File: config.mk
export PLATFORM = sky130hd
export DESIGN_NAME = risc_eunit_core
export DESIGN_NICKNAME = d
export VERILOG_FILES = /design/src/rtl/risc_eunit_core.sv
export SDC_FILE = /design/constraint.sdc
export NUM_CORES = 1
export LEC_CHECK = 0
export CAP_MARGIN = 20
export CORE_ASPECT_RATIO = 1.4
export CORE_MARGIN = 1.5
export CORE_UTILIZATION = 55
export CTS_CLUSTER_SIZE = 12
export DETAILED_ROUTE_END_ITERATION = 7
export DONT_BUFFER_PORTS = 1
export PLACE_DENSITY = 0.73
export SLEW_MARGIN = 20
export SYNTH_ARGS = -nofsm -noshare
export SYNTH_HDL_FRONTEND = slang
export SYNTH_SLANG_ARGS = --single-unit
export TNS_END_PERCENT = 50
File: constraint.sdc
create_clock -name clk -period 9.9 [get_ports clk]
set_input_delay 2.475 -clock clk [delete_from_list [all_inputs] [get_ports clk]]
set_output_delay 2.475 -clock clk [all_outputs]
set_load 0.02 [all_outputs]
File: src/rtl/risc_eunit_core.sv
// risc_eunit_core: 8x8 register file with a 13-op ALU; reads A/B by address, registers the result on rslt and writes it back to A; st (1111) writes rslt to A.
module risc_eunit_core (
  input  logic       clk,
  input  logic       rst_n,
  input  logic [3:0] opcode,
  input  logic [2:0] opnda_addr,
  input  logic [2:0] opndb_addr,
  output logic [7:0] rslt,
  output logic [7:0] regfile0,
  output logic [7:0] regfile1,
  output logic [7:0] regfile2,
  output logic [7:0] regfile3,
  output logic [7:0] regfile4,
  output logic [7:0] regfile5,
  output logic [7:0] regfile6,
  output logic [7:0] regfile7
);
  logic [7:0] rf [8];
  logic [7:0] a, b, f;
  logic       wr;
  assign a = rf[opnda_addr];
  assign b = rf[opndb_addr];
  assign {regfile0, regfile1, regfile2, regfile3} = {rf[0], rf[1], rf[2], rf[3]};
  assign {regfile4, regfile5, regfile6, regfile7} = {rf[4], rf[5], rf[6], rf[7]};
  always_comb begin
    f  = rslt;
    wr = 1'b1;
    case (opcode)
      4'h1: f = a + b;
      4'h2: f = a - b;
      4'h3: f = a & b;
      4'h4: f = a | b;
      4'h5: f = a ^ b;
      4'h6: f = a + 8'd1;
      4'h7: f = a - 8'd1;
      4'h8: f = ~a;
      4'h9: f = ~a + 8'd1;
      4'ha: f = {1'b0, a[7:1]};
      4'hb: f = {a[6:0], 1'b0};
      4'hc: f = {a[0], a[7:1]};
      4'hd: f = {a[6:0], a[7]};
      4'hf: f = rslt;
      default: wr = 1'b0;
    endcase
  end
  always_ff @(posedge clk) begin
    if (rst_n) begin
      rslt  <= 8'h00;
      rf[0] <= 8'h00;
      rf[1] <= 8'h22;
      rf[2] <= 8'h44;
      rf[3] <= 8'h66;
      rf[4] <= 8'h88;
      rf[5] <= 8'haa;
      rf[6] <= 8'hcc;
      rf[7] <= 8'hff;
    end else if (wr) begin
      rslt           <= f;
      rf[opnda_addr] <= f;
    end
  end
endmodule

==> flow_summary.yaml <==
place:
  place.gp.congestion: 0.9724
  preCtsSetupSlack_ns: 3.264
  placement.cell_area_um2: 5620
  port-buffer-count: 0
  dpl.cell_count: 668
  dp_hpwl_um: 13510
worst_setup_path:
  reg2regPathDepth: 15
  timing.critical_path.to_type: "flop"
  critical_path_arrival_ns: 6.48
  type_of_the_setup_path_with_the_least_slack: "input port to flop"
  r2r_slack_ns: 5.05
  regToRegEndpoint: "rf[7][3]$_SDFFCE_PN1P_"
  timing.critical_path.fanout_max: 16
  cp.required_ns: 9.96
  timing.critical_path.from_type: "input port"
  timing.rr.start: "rf[6][0]$_SDFFCE_PN0P_"
cells_and_area:
  final_layout_size_suffix_gt1_share_pct: 15.12
  antenna_cells: 0
  finalNetCount: 582
  final.fill_count: 883
  stdcell_area_um2: 5901
  layoutNonFillerInstCount: 684
  layout-area-overhead-vs-synth_pct: 5.764
min_path:
  holdPathEnd: "rslt[2]$_SDFFE_PP0N_"
  origin_of_the_worst_min_delay_path: "rslt[2]$_SDFFE_PP0N_"
  hold_class: "flop to flop"
  hold_depth: 2
sta:
  finalCriticalPeriod_ns: 6.427
  timing.final.max_slew_violations: 0
  finClkSkew_ns: 0.007176
  timing.setup.tns_ns: 0
  max-slew-margin-rel_pct: 39.96
  setup_violations: 0
  rsz0062_at_grt: "no"
  worst_case_setup_margin_in_the_final_layout_ns: 3.473
  final-hold-violation-count: 0
  fin_crit_sh_pct: 64.92
  max_freq_mhz: 155.6
  worstMarginPinSlew_ns: 0.9007
grt:
  first_global_vias: 4711
  largest_net_degree_at_the_start_of_global_routing: 39
  grt_antenna_before_repair: 0
  grt_usage_pct: 33.75
  wire_length_of_the_first_global_routing_pass_um: 26230
  globalRoute.totalOverflow: 0
floorplan:
  core.rowCount: 43
  pin_count: 84
  die_height_um: 122.2
  core_area_um2: 9899
  effective_utilization_at_floorplan_pct: 56.36
  floorplan.die_area_um2: 10770
  chipWidth_um: 88.12
synthesis:
  yosys_register_bits: 72
  syn_nets: 600
  ys_seq_area_share_pct: 37.32
  synth_edf_count: 64
  netlist_top_cells_area: "edfxtp_1 34%, mux4_2 8.9%, ha_1 5.6%"
  synth_largest_type_area_fraction_pct: 34.45
  ys.flop_type: "edfxtp_1"
  ys_warn_count: 0
  distinct_cells_synth: 72
  synth_most_common_cell: "nor2_1"
  post_synth_inst_count: 562
  synthArstFlopShare_pct: 0
  syn_area_per_cell_um2: 9.927
  netlist_area_um2: 5579
  dominant_cell_type_by_area_after_synthesis: "edfxtp_1"
  synth_top_cells_by_count: "78 x nor2_1, 64 x edfxtp_1, 45 x nand2_1, 33 x a21oi_1, 25 x ha_1"
power_and_ir_drop:
  maximum_resistive_drop_on_vdd_mv: 0.1490
  p_comb_share_pct: 27.2
  leakagePower_uw: 0.002062
  switching_share_pct: 34.46
  power.net_switching_uw: 325.9
  power_report.internal_total_uw: 619.9
  seq_power_share_pct: 40.8
  clock_power_share_pct: 32.0
  pwr_density_cell_nw_per_um2: 160.3
routing:
  drt-vias-per-instance: 6.972
  vias: 4769
  post_drt_wl_per_cell_um: 25.54
  initialDrtViolationCount: 267
  ant_nets: 0
  firstDrtPassIters: 5
  postRouteWirelength_um: 17470
  remaining_drc_errors: 0
clocking:
  post_cts_repair_timing_setup_buffer_count: 0
  cts.path.max_buffers: 2
  clock_tree_from_tritoncts: "done"
  clock_sinks: 72
  postCtsResizedCells: 0
  clkLatencyLatePin_ns: 0.35
  cts_root_buf: "clkbuf_16"
  cts_hold_buffers: 0
  clkTransAtPathRegs_ns: 0.06
  cts_made_buffers: 9
  htreeDepth: 3
run_status:
  status: "finished clean"
job:
  max-cap-violations: 0
-- area by class of cell --
cell class / count / area, um2 / area share, %
inverters: 22 / 85.08 / 1.442
well taps: 135 / 168.9 / 2.863
flip-flops and latches: 72 / 2082 / 35.28
repair buffers: 4 / 30.03 / 0.5089
multi-input cells: 435 / 3254 / 55.15
clock inverters: 7 / 55.05 / 0.9330
clock buffers: 9 / 225.2 / 3.817
-- worst max-delay path: stages --
cell and delay (ns):
mux4_2 0.48, mux2i_1 0.60, ha_1 0.27, a21oi_1 0.06, o21ai_0 0.32, inv_1 0.09, ha_1 0.30, nor2b_1 0.16
o21a_1 0.18, or3_1 0.35, a31oi_1 0.17, o21ai_0 0.09, a2111o_1 0.44, o22ai_2 0.37, nand2_1 0.11
-- cells in the final DEF (no fill, tap or decap), types with 4 or more instances in the layout --
cell type | netlist | routed
nor2b_1 | 6 | 6
nand2_2 | 4 | 4
a21oi_1 | 33 | 33
ha_1 | 25 | 25
nand2_1 | 45 | 45
o22ai_2 | 4 | 4
mux2i_1 | 18 | 18
dfxtp_1 | 8 | 8
edfxtp_1 | 64 | 64
clkbuf_16 | 0 | 9
mux2i_4 | 4 | 4
xor2_1 | 4 | 4
o21ai_0 | 17 | 17
o22a_1 | 4 | 4
nor2_2 | 5 | 5
o211ai_1 | 8 | 8
o22ai_1 | 12 | 12
mux2_2 | 8 | 8
nor2_1 | 78 | 78
buf_4 | 1 | 4
nand3_1 | 16 | 16
a21o_1 | 7 | 7
or2_2 | 6 | 6
xnor2_1 | 7 | 7
nand2b_1 | 10 | 10
mux4_2 | 22 | 22
inv_1 | 18 | 18
o31ai_1 | 4 | 4
o21a_1 | 4 | 4
nor3_1 | 16 | 16
a31oi_1 | 11 | 11
-- routing by layer --
| layer | vias to the layer above | share of wire [%] | global-route usage [%] |
|---|---|---|---|
| met5 | - | 0 | 0 |
| met4 | 0 | 7.4 | 25.78 |
| met3 | 88 | 7.7 | 7.249 |
| met2 | 279 | 52 | 57.82 |
| met1 | 2312 | 33 | 35.32 |
| li1 | 2090 | - | - |
-- flip-flops by register name, indices dropped and copies added, names as in the netlist --
| signal | count |
|---|---|
| rf | 64 |
| rslt | 8 |
-- cells by family after synthesis --
group	share of synthesized area [%]
AND/OR/NAND/NOR	17.90
AO/OA/AOI/OAI	16.28
flip-flops	37.32
buffers and inverters	4.351
multiplexers	16.28
adder cells (fa/ha/maj)	6.145
XOR/XNOR	1.727
-- power by group through the flow --
stage / sequential (uW) / combinational, uW / clock (uW)
3_5_place_dp: 392 / 250 / 0
3_3_place_gp: 391 / 245 / 0
4_1_cts: 386 / 252 / 302
5_1_grt: 387 / 279 / 313
2_1_floorplan: 384 / 209 / 0
6_report: 386 / 257 / 303
-- per-stage QoR --
| step | hold slack (ns) | total power, uW | utilization [%] |
|---|---|---|---|
| floorplan | 0.6882 | 593.7 | - |
| global placement | 0.7656 | 636.2 | 56.77 |
| detailed placement | 0.7883 | 642.2 | 56.77 |
| CTS | 0.8086 | 939.1 | 59.61 |
| global route | 0.8227 | 978.6 | 59.61 |
| finish | 0.8029 | 945.8 | 59.61 |
-- how the worst max path moves through the flow --
stage | from | endpoint
final | opndb_addr[0] | rf[7][3]$_SDFFCE_PN1P_
after global routing | opndb_addr[0] | rf[7][3]$_SDFFCE_PN1P_
after CTS | opndb_addr[0] | rf[7][3]$_SDFFCE_PN1P_
after detailed placement | opndb_addr[0] | rf[5][3]$_SDFFCE_PN1P_
after global placement | opndb_addr[0] | rf[7][3]$_SDFFCE_PN1P_
after floorplan | opndb_addr[1] | rf[7][3]$_SDFFCE_PN1P_
Power figures use the tool's default switching activity.
